File: src/rtl/decode_rr_arbiter.sv
// rtl/decode_rr_arbiter.sv - 16-way round-robin arbiter driving a shared 4-to-16 active-low select decoder
// Optional macro DECODE_ARB_LOCK_EN adds a lock input that suspends the hold-time limit.
module decode_rr_arbiter #(
    parameter int HOLD_MAX   = 16,
    parameter int GAP_CYCLES = 1
) (
    input  logic        clk,
    input  logic        rst_n,
    input  logic [15:0] req,
`ifdef DECODE_ARB_LOCK_EN
    input  logic        lock,
`endif
    output logic [3:0]  sel_idx,
    output logic        sel_e1,
    output logic        sel_e2,
    output logic [15:0] gnt_n,
    output logic        busy,
    output logic        timeout
);

    typedef enum logic [1:0] {
        ST_IDLE  = 2'd0,
        ST_GRANT = 2'd1,
        ST_GAP   = 2'd2
    } state_e;

    state_e      state_q, state_d;
    logic [3:0]  sel_idx_q, sel_idx_d;
    logic        sel_e1_q, sel_e1_d;
    logic        sel_e2_q, sel_e2_d;
    logic [15:0] gnt_n_q, gnt_n_d;
    logic        busy_q, busy_d;
    logic        timeout_q, timeout_d;
    logic [3:0]  ptr_q, ptr_d;
    logic [7:0]  hold_cnt_q, hold_cnt_d;
    logic [3:0]  gap_cnt_q, gap_cnt_d;

    logic        lock_eff;
    logic        found;
    logic [3:0]  winner;
    logic        cur_req;
    logic        hold_hit;
    logic        grant_exit;

`ifdef DECODE_ARB_LOCK_EN
    assign lock_eff = lock;
`else
    assign lock_eff = 1'b0;
`endif

    // Search starts just past the last served line so it ends up lowest priority.
    always_comb begin
        found  = 1'b0;
        winner = 4'd0;
        for (int k = 1; k <= 16; k++) begin
            if (!found && req[ptr_q + 4'(k)]) begin
                found  = 1'b1;
                winner = ptr_q + 4'(k);
            end
        end
    end

    assign cur_req    = req[sel_idx_q];
    assign hold_hit   = (HOLD_MAX != 0) && (hold_cnt_q == 8'(HOLD_MAX)) && !lock_eff;
    assign grant_exit = !cur_req || hold_hit;

    always_ff @(posedge clk or negedge rst_n) begin
        if (!rst_n) begin
            state_q    <= ST_IDLE;
            sel_idx_q  <= 4'd0;
            sel_e1_q   <= 1'b0;
            sel_e2_q   <= 1'b1;
            gnt_n_q    <= 16'hFFFF;
            busy_q     <= 1'b0;
            timeout_q  <= 1'b0;
            ptr_q      <= 4'd15;
            hold_cnt_q <= 8'd0;
            gap_cnt_q  <= 4'd0;
        end else begin
            state_q    <= state_d;
            sel_idx_q  <= sel_idx_d;
            sel_e1_q   <= sel_e1_d;
            sel_e2_q   <= sel_e2_d;
            gnt_n_q    <= gnt_n_d;
            busy_q     <= busy_d;
            timeout_q  <= timeout_d;
            ptr_q      <= ptr_d;
            hold_cnt_q <= hold_cnt_d;
            gap_cnt_q  <= gap_cnt_d;
        end
    end

    always_comb begin
        state_d = state_q;
        case (state_q)
            ST_IDLE: begin
                if (found) state_d = ST_GRANT;
            end
            ST_GRANT: begin
                if (grant_exit) state_d = (GAP_CYCLES > 0) ? ST_GAP : ST_IDLE;
            end
            ST_GAP: begin
                if (gap_cnt_q == 4'(GAP_CYCLES)) state_d = ST_IDLE;
            end
            default: state_d = ST_IDLE;
        endcase
    end

    // Outputs default to the inactive decoder state; only IDLE->GRANT and a held GRANT drive them active.
    always_comb begin
        sel_idx_d  = sel_idx_q;
        sel_e1_d   = 1'b0;
        sel_e2_d   = 1'b1;
        gnt_n_d    = 16'hFFFF;
        busy_d     = 1'b0;
        timeout_d  = 1'b0;
        ptr_d      = ptr_q;
        hold_cnt_d = hold_cnt_q;
        gap_cnt_d  = gap_cnt_q;
        case (state_q)
            ST_IDLE: begin
                if (found) begin
                    sel_idx_d  = winner;
                    sel_e1_d   = 1'b1;
                    sel_e2_d   = 1'b0;
                    gnt_n_d    = ~(16'h0001 << winner);
                    busy_d     = 1'b1;
                    hold_cnt_d = 8'd1;
                end
            end
            ST_GRANT: begin
                if (grant_exit) begin
                    ptr_d     = sel_idx_q;
                    timeout_d = cur_req;
                    gap_cnt_d = 4'd1;
                end else begin
                    sel_e1_d = 1'b1;
                    sel_e2_d = 1'b0;
                    gnt_n_d  = gnt_n_q;
                    busy_d   = 1'b1;
                    if (!lock_eff && hold_cnt_q != 8'd255) hold_cnt_d = hold_cnt_q + 8'd1;
                end
            end
            ST_GAP: begin
                if (gap_cnt_q != 4'(GAP_CYCLES)) gap_cnt_d = gap_cnt_q + 4'd1;
            end
            default: ;
        endcase
    end

    assign sel_idx = sel_idx_q;
    assign sel_e1  = sel_e1_q;
    assign sel_e2  = sel_e2_q;
    assign gnt_n   = gnt_n_q;
    assign busy    = busy_q;
    assign timeout = timeout_q;

endmodule

File: config.mk
export PLATFORM = sky130hd
export DESIGN_NAME = decode_rr_arbiter
export DESIGN_NICKNAME = d
export VERILOG_FILES = /design/src/rtl/decode_rr_arbiter.sv
export SDC_FILE = /design/constraint.sdc
export NUM_CORES = 1
export LEC_CHECK = 0
export CORE_MARGIN = 2
export CORE_UTILIZATION = 40
export CTS_CLUSTER_DIAMETER = 40
export DETAILED_ROUTE_END_ITERATION = 8
export PLACE_DENSITY = 0.66
export SYNTH_ARGS = -nofsm -noshare
export SYNTH_HDL_FRONTEND = slang
export SYNTH_SLANG_ARGS = --single-unit
File: constraint.sdc
create_clock -name clk -period 5.8 [get_ports clk]
set_input_delay 1.45 -clock clk [delete_from_list [all_inputs] [get_ports clk]]
set_output_delay 1.45 -clock clk [all_outputs]
set_load 0.01 [all_outputs]
-- Yosys cells after proc, flatten, opt, wreduce, memory -nomap -nowiden
Cells that the tools add are included.
- output and inout port bits: 24
- register bits after elaboration: 41
- bits of input ports: 18
- word-level logic and storage cells: 185
- eq/ne operators: 12
- muxes and demuxes: 88
- bitwise logic cells: 1
- add/sub/neg operators: 17
- shifts and indexed selects: 1
- reductions and logical operators: 40
- magnitude comparators: 17
- operator list (cell ; number):
    $lt 4x5->1 const B ; 17
    $mux 4 ; 18
    $bmux 1 s4 ; 17
    $mux 1 ; 39
    $add 4x4->4 const B ; 8
    $mux 16 ; 2
    $pmux 16 s2 ; 1
    $mux 8 ; 3
    $add 4x3->4 const B ; 4
    $logic_not 1->1 ; 16
    $not 16->16 ; 1
    $pmux 8 s2 ; 1
    $shl 1x4->16 const A ; 1
    $logic_and 1x1->1 ; 15
    $ne 2x2->1 const B ; 6
    $add 4x1->4 const B ; 2
    $add 4x2->4 const B ; 2
    $add 8x1->8 const B ; 1
    $eq 8x5->1 const B ; 1
    $ne 8x8->1 const B ; 1
    $pmux 4 s2 ; 1
    $mux 2 ; 3
    $pmux 2 s3 ; 1
    $reduce_and 3->1 ; 2
    10 further kinds ; 13

-- Depth between registers and ports, before layout
Gate-level depths: netlist of the first run.
- depth in word-level cells: 53
- mapped depth: 18
- mapped depth without buffers: 11

-- Least setup slack after synthesis of the first run
OpenSTA, ideal clock, no wires.
- path type: register -> register
- start point: reg ptr_q[1]
- end point: reg gnt_n_q[5], in the netlist gnt_n[5]
- stages on the path, launching flop included: 17
- data required time: 5.704 ns
- arrival: 4.577 ns
- setup slack: 1.127 ns
- clock period less this slack: 4.673 ns
- path buffers: 5
- cells stage by stage: dfstp_2 buf_2 buf_2 buf_2 inv_1 ha_1 buf_2 buf_6 mux2_2 mux4_2 mux2_2 nor2_1 nand4_1 o311a_1 a32o_2 a211oi_4 a31oi_1
- cells in the longest elaborated chain, start to end: 53
- elaborated cells between the ends (all ways): 113
- classes of those cells: add/sub: 15; shift: 1; mux: 66; bitwise: 1; reduce/logical: 30
- ends and longest elaborated chain (what ; line ; text):
    from (decl) ; 34 ; logic [3:0] ptr_q, ptr_d;
    from (signal assigned) ; 87 ; ptr_q <= ptr_d;
    $add 4x1->4 ; 56, 58 ;
    $bmux 1 s4 ; 56 ; if (!found && req[ptr_q + 4'(k)]) begin
    $mux 1 (not written as such) ; 56 ;
    $mux 1 ; 56 ;
    $logic_not 1->1 ; 56 ;
    $logic_and 1x1->1 ; 56 ;
    $mux 1 ; 56 ;
    $logic_not 1->1 ; 56 ;
    [... 37 more ...] ; -- ;
    $mux 1 ; 56 ;
    $logic_not 1->1 ; 56 ;
    $logic_and 1x1->1 ; 56 ;
    $mux 4 ; 56 ;
    $shl 1x4->16 ; 126 ; gnt_n_d = ~(16'h0001 << winner);
    $not 16->16 ; 126 ;
    $mux 16 (*) ; 122 ; if (found) begin
    $pmux 16 s2 (*) ; 120 ; case (state_q)
    to (signal assigned) ; 84 ; gnt_n_q <= gnt_n_d;
    to (decl) ; 31 ; logic [15:0] gnt_n_q, gnt_n_d;
Every way passes the cells marked *; elsewhere a longest branch is shown, timed or not. The select of a mux whose other input is x is not followed.
A chain may end at the register's enable or synchronous reset.

-- Final worst setup path of the first run
- start point: in req[10]
- end point: reg sel_idx_q[2], in the netlist sel_idx[2]
- cells in the longest elaborated chain, start to end: 49
- elaborated cells between the ends (all ways): 95
- classes of those cells: mux: 64; reduce/logical: 31
- ends and longest elaborated chain (what ; line ; text):
    from (decl) ; 9 ; input logic [15:0] req,
    $bmux 1 s4 ; 56 ;
    $mux 1 (not written as such) ; 56 ;
    $mux 1 ; 56 ;
    $logic_not 1->1 ; 56 ;
    $logic_and 1x1->1 ; 56 ;
    $mux 1 ; 56 ;
    $logic_not 1->1 ; 56 ;
    $logic_and 1x1->1 ; 56 ;
    [... 33 more ...] ; -- ;
    $mux 1 ; 56 ;
    $logic_not 1->1 ; 56 ;
    $logic_and 1x1->1 ; 56 ;
    $mux 1 ; 56 ;
    $logic_not 1->1 ; 56 ;
    $logic_and 1x1->1 ; 56 ;
    $mux 1 ; 56 ;
    $reduce_and 2->1 (no line) ; -- ;
    to (signal assigned) ; 81 ; sel_idx_q <= sel_idx_d;
    to (decl) ; 28 ; logic [3:0] sel_idx_q, sel_idx_d;
Several ways; a longest one is shown, not always the timed one. The select of a mux whose other input is x is not followed.

==> out/metrics.yaml, run 1 <==
yosys:
  synth.net_count: 545
  ys_warn_count: 0
  synthArstFlopShare_pct: 100
  yosysTopAreaCellShare_pct: 11.7
  netlist_instances: 515
  ys_seq_area_share_pct: 22.4
  mappedNetlistArea_sq_um: 4700
  ys_seq_elements: 41
  yosysTopAreaCell: "dfstp_2"
  ys.flop_type: "dfstp_2"
  synthTopCellsByArea: "dfstp_2, dfrtp_1, mux4_2"
  synth_commonest_cells: "nor2_1, nand2_1, mux2i_1"
  avgSynthCellArea_sq_um: 9.13
  yosysMostFrequentCell: "nor2_1"
  synth_cell_types: 80
  synth-edff-count: 0
sta:
  slew_headroom_pct: 23.3
  finalClockSkew_ns: 0.00504
  setup_viol_count_final: 0
  fin_crit_sh_pct: 87.8
  fin_tns_setup_ns: 0
  worstMarginPinSlew_ns: 1.15
  rsz0062_at_grt: "no"
  hold_viol: 0
  fmax_mhz: 196
  fin_crit_ns: 5.09
  maxSlewViolCount: 0
place:
  portBuffers: 41
  place_congestion: 0.950
  hpwl_um: 10900
floorplanning:
  die_h_um: 112
  fp.dieW_um: 112
  core-area_sq_um: 11500
  pin_count: 42
  die-area_sq_um: 12600
  start_util_pct: 41.0
  num_rows: 39
detailed_routing:
  dr.pass1.iters: 5
  wl_um: 14400
  num_vias: 4472
  dr.first_iter.drc_count: 441
  ant_nets: 0
  routed_via_density: 6.45
  drc: 0
  routedWlPerCell_um: 20.8
worst_setup_path:
  cp_slowest_cell: "mux4_1"
  cp.depth: 9
  critPathLaunchType: "input port"
  cp-end-kind: "flop"
  cp_top_family: "simple AND/OR/NAND/NOR gates"
  cp_num_buf_inv: 1
  path_class: "in2reg"
  path_max_fanout: 9
  slowest_delay_ns: 0.62
  arrival_ns: 5.22
  cp_cell_sequence: "clkdlybuf4s50_1, mux4_1, mux4_2, nor4_4, nand2_1, or4b_1, o221ai_2, o211a_1, a21oi_1"
  cp_data_required_time_ns: 5.93
  reg2regPathDepth: 10
clock_network:
  cts.sinks: 41
  post-cts-setup-buffer-count: 0
  clk_latency_ns: 0.28
  cts.clk_slew.worst_paths_ns: 0.06
  cts_repair_resize_count: 0
  cts_tree: "done"
  cts.path.max_buffers: 2
  cts_buffers: 5
  cts_root_buf: "clkbuf_16"
  hold_buffers: 0
  htreeDepth: 2
grt:
  grt_usage_pct: 22.6
  grt.overflow.total: 0
  grt_first_pass_wirelength_um: 22900
  grt_pass1_vias: 4178
  antenna_found_initial: 0
  grt_max_degree: 42
finish:
  antenna_cells: 0
  area_growth_syn_to_layout_pct: 14.9
  finish.utilization_pct: 47.2
  n_fill_cell: 1080
  drive_gt1_share_pct: 20.2
  fin_nets: 579
job:
  drv_cap: 0
worst_hold_path:
  min_path_cells: 2
  hp-class: "reg2reg"
run_status:
  status: "completed"
[worst register-to-register path: stages, from the launching register on]
cell	delay, ns
dfstp_2	0.52
inv_1	0.21
ha_1	0.86
mux4_1	0.50
mux4_2	0.60
nor4_4	0.47
nand2_1	0.30
or4b_1	0.61
o221ai_2	0.10
o211a_1	0.40
a21oi_1	0.13
[area by class of cell]
| type | instances | area (sq um) | area share, % |
|---|---|---|---|
| multi-input combinational | 425 | 3430 | 63.4 |
| sequential | 41 | 1050 | 19.5 |
| timing repair buffer | 58 | 533 | 9.86 |
| tap | 143 | 179 | 3.31 |
| clock buffer | 8 | 146 | 2.71 |
| inverter | 18 | 67.6 | 1.25 |
[layer usage]
layer	wire [um]	GRT usage [%]	vias up
met2	6800	36.3	190
met5	0	0	-
met4	582	9.02	0
li1	-	-	2047
met1	6100	31.3	2191
met3	932	2.54	44
[worst paths after layout]
| path | slack [ns] | end | from |
|---|---|---|---|
| max | 0.71 | sel_idx[2]$_DFFE_PN0P_ | req[10] |
| min | 0.50 | gnt_n[15]$_DFFE_PN1P_ | gnt_n[15]$_DFFE_PN1P_ |
| max reg2reg | 0.95 | sel_idx[2]$_DFFE_PN0P_ | ptr_q[1]$_DFFE_PN1P_ |
| min reg2reg | 0.50 | gnt_n[15]$_DFFE_PN1P_ | gnt_n[15]$_DFFE_PN1P_ |
| max in group asynchronous | 3.96 | sel_idx[3]$_DFFE_PN0P_ | rst_n |
| min in group asynchronous | 1.29 | sel_idx[0]$_DFFE_PN0P_ | rst_n |
[per-stage QoR]
step | instances | instance area [sq um] | setup slack [ns] | hold WS, ns
floorplan | 515 | 4700 | 1.13 | 0.483
global placement | 685 | 5260 | 0.437 | 0.495
detailed placement | 685 | 5260 | 0.459 | 0.494
CTS | 693 | 5410 | 0.750 | 0.502
global route | 693 | 5410 | 0.530 | 0.522
finish | 693 | 5410 | 0.709 | 0.502
[state kept, by name, summed over array words and instances (netlist names)]
register    count
state_q         2
sel_idx         4
gap_cnt_q       4
busy            1
hold_cnt_q      8
timeout         1
gnt_n          16
ptr_q           4
sel_e2          1
[cell usage in the layout, fill, tap and decap left out, types with 12 or more instances in the layout]
cell	instances
nor2_1	56
mux4_2	18
mux2i_1	27
nor3_1	15
o21ai_0	16
mux2_2	23
ha_1	12
clkdlybuf4s50_1	40
nand2_1	46
nand3_1	13
a21oi_1	24
dfstp_2	21
inv_1	18
dfrtp_1	20
a31oi_1	22
buf_4	17
[cell families (layout without fill, tap and decap cells)]
group | after synthesis | in the layout | share of synthesized area [%]
buffers and inverters | 49 | 84 | 4.73
multiplexers | 77 | 77 | 24.9
AND/OR/NAND/NOR | 184 | 184 | 20.4
AO/OA/AOI/OAI | 135 | 135 | 21.1
flip-flops | 41 | 41 | 22.4
adder cells (fa/ha/maj) | 12 | 12 | 3.19
XOR/XNOR | 17 | 17 | 3.32
Power of run 1 is not shown: default switching activity piles up to over one toggle a cycle in this logic, so the estimate is an artifact.
==> run 2, diff against run 1 <==
--- a/config.mk
+++ b/config.mk
@@ -6,10 +6,11 @@
 export NUM_CORES = 1
 export LEC_CHECK = 0
 export CORE_MARGIN = 2
-export CORE_UTILIZATION = 40
+export CORE_UTILIZATION = 58
 export CTS_CLUSTER_DIAMETER = 40
 export DETAILED_ROUTE_END_ITERATION = 8
-export PLACE_DENSITY = 0.66
+export PLACE_DENSITY = 0.87
+export SKIP_LAST_GASP = 1
 export SYNTH_ARGS = -nofsm -noshare
 export SYNTH_HDL_FRONTEND = slang
 export SYNTH_SLANG_ARGS = --single-unit
==> run 2 against run 1 <==
Net effect: non-clock buffer count decreased by 4; clock-buffer cell count fell by 3; register-to-register slack improved by 0.05 ns; flip-flop and latch count did not move; critical path depth is the same; routed wire length shrank 4.8%; via count grew 1.3%.
==> out/metrics.yaml, run 2 (synthesis results as in run 1) <==
worst_setup_path:
  path_class: "in2reg"
  cp_common_cell: "a31oi_1"
  regToRegEndpoint: "gnt_n[1]$_DFFE_PN1P_"
  arrival_ns: 5.30  # +0.08 ns
  cp-end-kind: "flop"
  path_max_fanout: 8  # -1
  cp_slowest_cell: "mux4_1"
  slowest_delay_ns: 0.66  # +0.04 ns
  cp_data_required_time_ns: 6.02  # +0.09 ns
  reg2regPathDepth: 10  # unchanged
  rr_startpoint: "ptr_q[1]$_DFFE_PN1P_"
  cp-startpoint: "req[5]"
  critPathLaunchType: "input port"
  cp_cell_sequence: "clkdlybuf4s50_1, mux4_1, mux4_2, or4_1, nor3_1, a31oi_1, a32o_2, a211oi_4, a31oi_1"
  reg2reg_setup_slack_ns: 1.00  # +0.05 ns
grt:
  grt_usage_pct: 32.3  # +9.7 points
  grt_first_pass_wirelength_um: 22100  # -3.3%
  grt_max_degree: 42  # unchanged
  grt_pass1_vias: 4166  # -0.29%
  antenna_found_initial: 0  # unchanged
  grt.overflow.total: 0  # unchanged
finish:
  area_growth_syn_to_layout_pct: 12.5
  largest_register_ffs: 16  # unchanged
  antenna_cells: 0  # unchanged
  fin_nets: 575  # -0.69%
  final_cell_mix: "nor2_1, nand2_1, clkdlybuf4s50_1"
  layout_commonest_cell: "nor2_1"
  n_fill_cell: 603  # -44%
  drive_gt1_share_pct: 20.0  # -0.22 points
detailed_routing:
  num_vias: 4532  # +1.3%
  ant_nets: 0  # unchanged
  dr.pass1.iters: 5  # unchanged
  drc: 0  # unchanged
  wl_um: 13700  # -4.8%
  dr.first_iter.drc_count: 604  # +37%
  routedWlPerCell_um: 21.2  # +1.8%
  routed_via_density: 6.99  # +8.4%
sta:
  fin_crit_ns: 5.08  # -0.0107 ns
  fin_tns_setup_ns: 0  # unchanged
  slew_headroom_pct: 35.9  # +13 points
  maxSlewViolCount: 0  # unchanged
  fmax_mhz: 197  # +0.21%
  hold_viol: 0  # unchanged
  worstMarginPinSlew_ns: 0.958  # -0.189 ns
  fin_crit_sh_pct: 87.6  # -0.18 points
  setup_viol_count_final: 0  # unchanged
  finalClockSkew_ns: 0.0126  # +0.00753 ns
  rsz0062_at_grt: "no"
floorplanning:
  start_util_pct: 60.3  # +19 points
  die-area_sq_um: 8850  # -30%
  fp.dieW_um: 94.1  # -16%
  num_rows: 32  # -18%
  core-area_sq_um: 7810  # -32%
  pin_count: 42  # unchanged
  die_h_um: 94.1  # -16%
clock_network:
  post-cts-setup-buffer-count: 0  # unchanged
  hold_buffers: 0  # unchanged
  cts_repair_resize_count: 0  # unchanged
  clk_latency_ns: 0.30  # +0.02 ns
  cts_root_buf: "clkbuf_8"
  cts_tree: "done"
  cts.sinks: 41  # unchanged
  cts.path.max_buffers: 2  # unchanged
  cts_buffers: 5  # unchanged
  htreeDepth: 2  # unchanged
  cts.clk_slew.worst_paths_ns: 0.09  # +0.03 ns
worst_hold_path:
  hp-class: "reg2reg"
  whs_endpoint: "gnt_n[9]$_DFFE_PN1P_"
  holdCritStartpoint: "gnt_n[9]$_DFFE_PN1P_"
  min_path_cells: 2  # unchanged
place:
  place_congestion: 0.992  # +4.5%
  portBuffers: 41  # unchanged
  hpwl_um: 10400  # -5.0%
job:
  drv_cap: 0  # unchanged
run_status:
  status: "completed"
run 2: routing by layer:
metal	wire length, um	GRT usage [%]	vias to the layer above
li1	-	-	2047
met1	5540	45.1	2168
met2	6330	48.9	278
met3	1380	7.14	39
met4	484	12.7	0
met5	0	0	-
run 2: critical path: cells and delay by family:
family	cells	cell delay, ns
AO/OA/AOI/OAI	4	1.01
buffers and inverters	1	0.51
multiplexers	2	1.28
AND/OR/NAND/NOR	2	1.04
run 2: cell type report:
cell class | count | area, sq um | share of cell area (%)
Sequential cell | 41 | 1050 | 19.9
Inverter | 18 | 67.6 | 1.28
Clock buffer | 5 | 68.8 | 1.30
Clock inverter | 3 | 45.0 | 0.851
Timing Repair Buffer | 54 | 503 | 9.50
Multi-Input combinational cell | 425 | 3430 | 64.8
Tap cell | 102 | 128 | 2.41
run 2: through the flow:
stage          hold WS [ns]  utilization (%)  area (sq um)  setup slack [ns]  cells
2_1_floorplan         0.483                -          4700              1.13    515
3_3_place_gp          0.493             66.3          5180             0.563    640
3_5_place_dp          0.492             66.3          5180             0.495    640
4_1_cts               0.504             67.8          5290             0.828    648
5_1_grt               0.530             67.8          5290             0.600    648
6_report              0.501             67.8          5290             0.720    648
run 2: worst max path at each step:
stage / to / slack (ns)
2_1_floorplan: gnt_n[5]$_DFFE_PN1P_ / 1.13
3_3_place_gp: sel_idx[1]$_DFFE_PN0P_ / 0.56
3_5_place_dp: sel_idx[1]$_DFFE_PN0P_ / 0.50
4_1_cts: sel_idx[1]$_DFFE_PN0P_ / 0.83
5_1_grt: sel_idx[1]$_DFFE_PN0P_ / 0.60
6_report: gnt_n[1]$_DFFE_PN1P_ / 0.72
Power of run 2 is left out for the same reason.
==> run 3, diff against run 2 <==
--- a/config.mk
+++ b/config.mk
@@ -5,7 +5,6 @@
 export SDC_FILE = /design/constraint.sdc
 export NUM_CORES = 1
 export LEC_CHECK = 0
-export CORE_MARGIN = 2
 export CORE_UTILIZATION = 58
 export CTS_CLUSTER_DIAMETER = 40
 export DETAILED_ROUTE_END_ITERATION = 8
@@ -14,3 +13,4 @@
 export SYNTH_ARGS = -nofsm -noshare
 export SYNTH_HDL_FRONTEND = slang
 export SYNTH_SLANG_ARGS = --single-unit
+export TNS_END_PERCENT = 1
==> run 3 against run 2 <==
Net effect: worst setup slack worse by 0.058 ns; global-route usage grew 0.70 points; register-to-register slack worse by 0.12 ns; non-clock buffer count unchanged; critical endpoint is now gnt_n[2]$_DFFE_PN1P_; clock skew down 0.00094 ns; final area rose by 0.12%; die area decreased by 4.2%; routed wire length increased by 1.6%.
==> out/metrics.yaml, run 3 (synthesis results as in run 1) <==
run_status:
  status: "completed"
detailed_routing:
  drc: 0  # unchanged
  wl_um: 13900  # +1.6%
  dr.first_iter.drc_count: 477  # -21%
  routedWlPerCell_um: 21.5  # +1.6%
  ant_nets: 0  # unchanged
  num_vias: 4574  # +0.93%
  dr.pass1.iters: 5  # unchanged
  routed_via_density: 7.06  # +0.93%
worst_setup_path:
  path_max_fanout: 9  # +1
  critPathLaunchType: "input port"
  arrival_ns: 5.34  # +0.04 ns
  cp_cell_sequence: "clkdlybuf4s50_1, mux4_1, mux4_2, nor4_4, nand2_1, or4b_1, o221ai_2, o211a_1, a31oi_1"
  cp_top_family: "simple AND/OR/NAND/NOR gates"
  cp-end-kind: "flop"
  cp_slowest_cell: "mux4_1"
  path_class: "in2reg"
  cp_num_buf_inv: 1  # unchanged
  slowest_delay_ns: 0.68  # +0.02 ns
  cp_data_required_time_ns: 6.01  # about the same
worst_hold_path:
  hp-class: "reg2reg"
sta:
  setup_viol_count_final: 0  # unchanged
  fin_tns_setup_ns: 0  # unchanged
  hold_viol: 0  # unchanged
  fmax_mhz: 195  # -1.1%
  slew_headroom_pct: 39.7  # +3.8 points
  fin_crit_sh_pct: 88.6  # +1.0 points
  worstMarginPinSlew_ns: 0.904  # -0.0539 ns
  maxSlewViolCount: 0  # unchanged
  finalClockSkew_ns: 0.0116  # -0.000936 ns
  fin_crit_ns: 5.14  # +0.0581 ns
  rsz0062_at_grt: "no"
place:
  place_area_sq_um: 5180  # unchanged
  portBuffers: 41  # unchanged
  hpwl_um: 10400  # -0.20%
  place_congestion: 0.975  # -1.8%
  placedCellCount: 640  # unchanged
floorplanning:
  fp.dieW_um: 92.1  # -2.1%
  pin_count: 42  # unchanged
  core-area_sq_um: 7770  # -0.51%
  num_rows: 32  # unchanged
  die_h_um: 92.1  # -2.1%
  die-area_sq_um: 8480  # -4.2%
  start_util_pct: 60.6  # +0.31 points
finish:
  fin_nets: 575  # unchanged
  antenna_cells: 0  # unchanged
  area_growth_syn_to_layout_pct: 12.7
  final_cells: 648  # unchanged
  finalInstanceArea_sq_um: 5300  # +0.12%
  largest_register_ffs: 16  # unchanged
  final_cell_mix: "nor2_1, nand2_1, clkdlybuf4s50_1"
  drive_gt1_share_pct: 20.0  # unchanged
  layout_commonest_cell: "nor2_1"
clock_network:
  cts_repair_resize_count: 0  # unchanged
  cts_root_buf: "clkbuf_8"
  cts_buffers: 5  # unchanged
  cts.path.max_buffers: 2  # unchanged
  clk_latency_ns: 0.30  # about the same
  cts.sinks: 41  # unchanged
  hold_buffers: 0  # unchanged
  post-cts-setup-buffer-count: 0  # unchanged
  cts.clk_slew.worst_paths_ns: 0.09  # about the same
  cts_tree: "done"
  htreeDepth: 2  # unchanged
grt:
  grt.overflow.total: 0  # unchanged
  grt_first_pass_wirelength_um: 21800  # -1.3%
  grt_usage_pct: 33.0  # +0.70 points
  antenna_found_initial: 0  # unchanged
  grt_max_degree: 42  # unchanged
  grt_pass1_vias: 4248  # +2.0%
job:
  drv_cap: 0  # unchanged
[run 3: final timing paths]
path / start / to / slack [ns] / depth (start not counted)
max: req[14] / gnt_n[2]$_DFFE_PN1P_ / 0.66 / 9
min: gnt_n[15]$_DFFE_PN1P_ / gnt_n[15]$_DFFE_PN1P_ / 0.51 / 2
max reg2reg: ptr_q[1]$_DFFE_PN1P_ / gnt_n[2]$_DFFE_PN1P_ / 0.88 / 11
min reg2reg: gnt_n[15]$_DFFE_PN1P_ / gnt_n[15]$_DFFE_PN1P_ / 0.51 / 2
max in group asynchronous: rst_n / gap_cnt_q[3]$_DFFE_PN0P_ / 3.95 / 1
min in group asynchronous: rst_n / sel_idx[0]$_DFFE_PN0P_ / 1.28 / 1
[run 3: final cells by class]
type                    instances  area (sq um)
clock buffers                   6          82.6
clock inverters                 2          37.5
fillers                       607          2470
inverters                      18          67.6
multi-input cells             425          3430
flip-flops and latches         41          1050
well taps                     102           128
repair buffers                 54           503
[run 3: tightest hold or removal path, cell delays in order, from the launching register on]
cell	delay, ns
dfstp_2	0.38
nor2_1	0.09
a31oi_1	0.04
[run 3: per-layer routing]
metal	up-vias	share of wire, %	GRT usage (%)
met5	-	0	0
met4	0	3.4	12.4
met3	39	9.9	6.72
met2	294	47	53.2
met1	2192	40	43.7
li1	2049	-	-
[run 3: metrics by stage]
| step | setup slack (ns) | hold slack (ns) | util (%) |
|---|---|---|---|
| 6_report | 0.662 | 0.506 | 68.2 |
| 5_1_grt | 0.518 | 0.532 | 68.2 |
| 4_1_cts | 0.757 | 0.505 | 68.2 |
| 3_5_place_dp | 0.453 | 0.493 | 66.7 |
| 3_3_place_gp | 0.560 | 0.493 | 66.7 |
| 2_1_floorplan | 1.13 | 0.483 | - |
Power of run 3 is left out for the same reason.
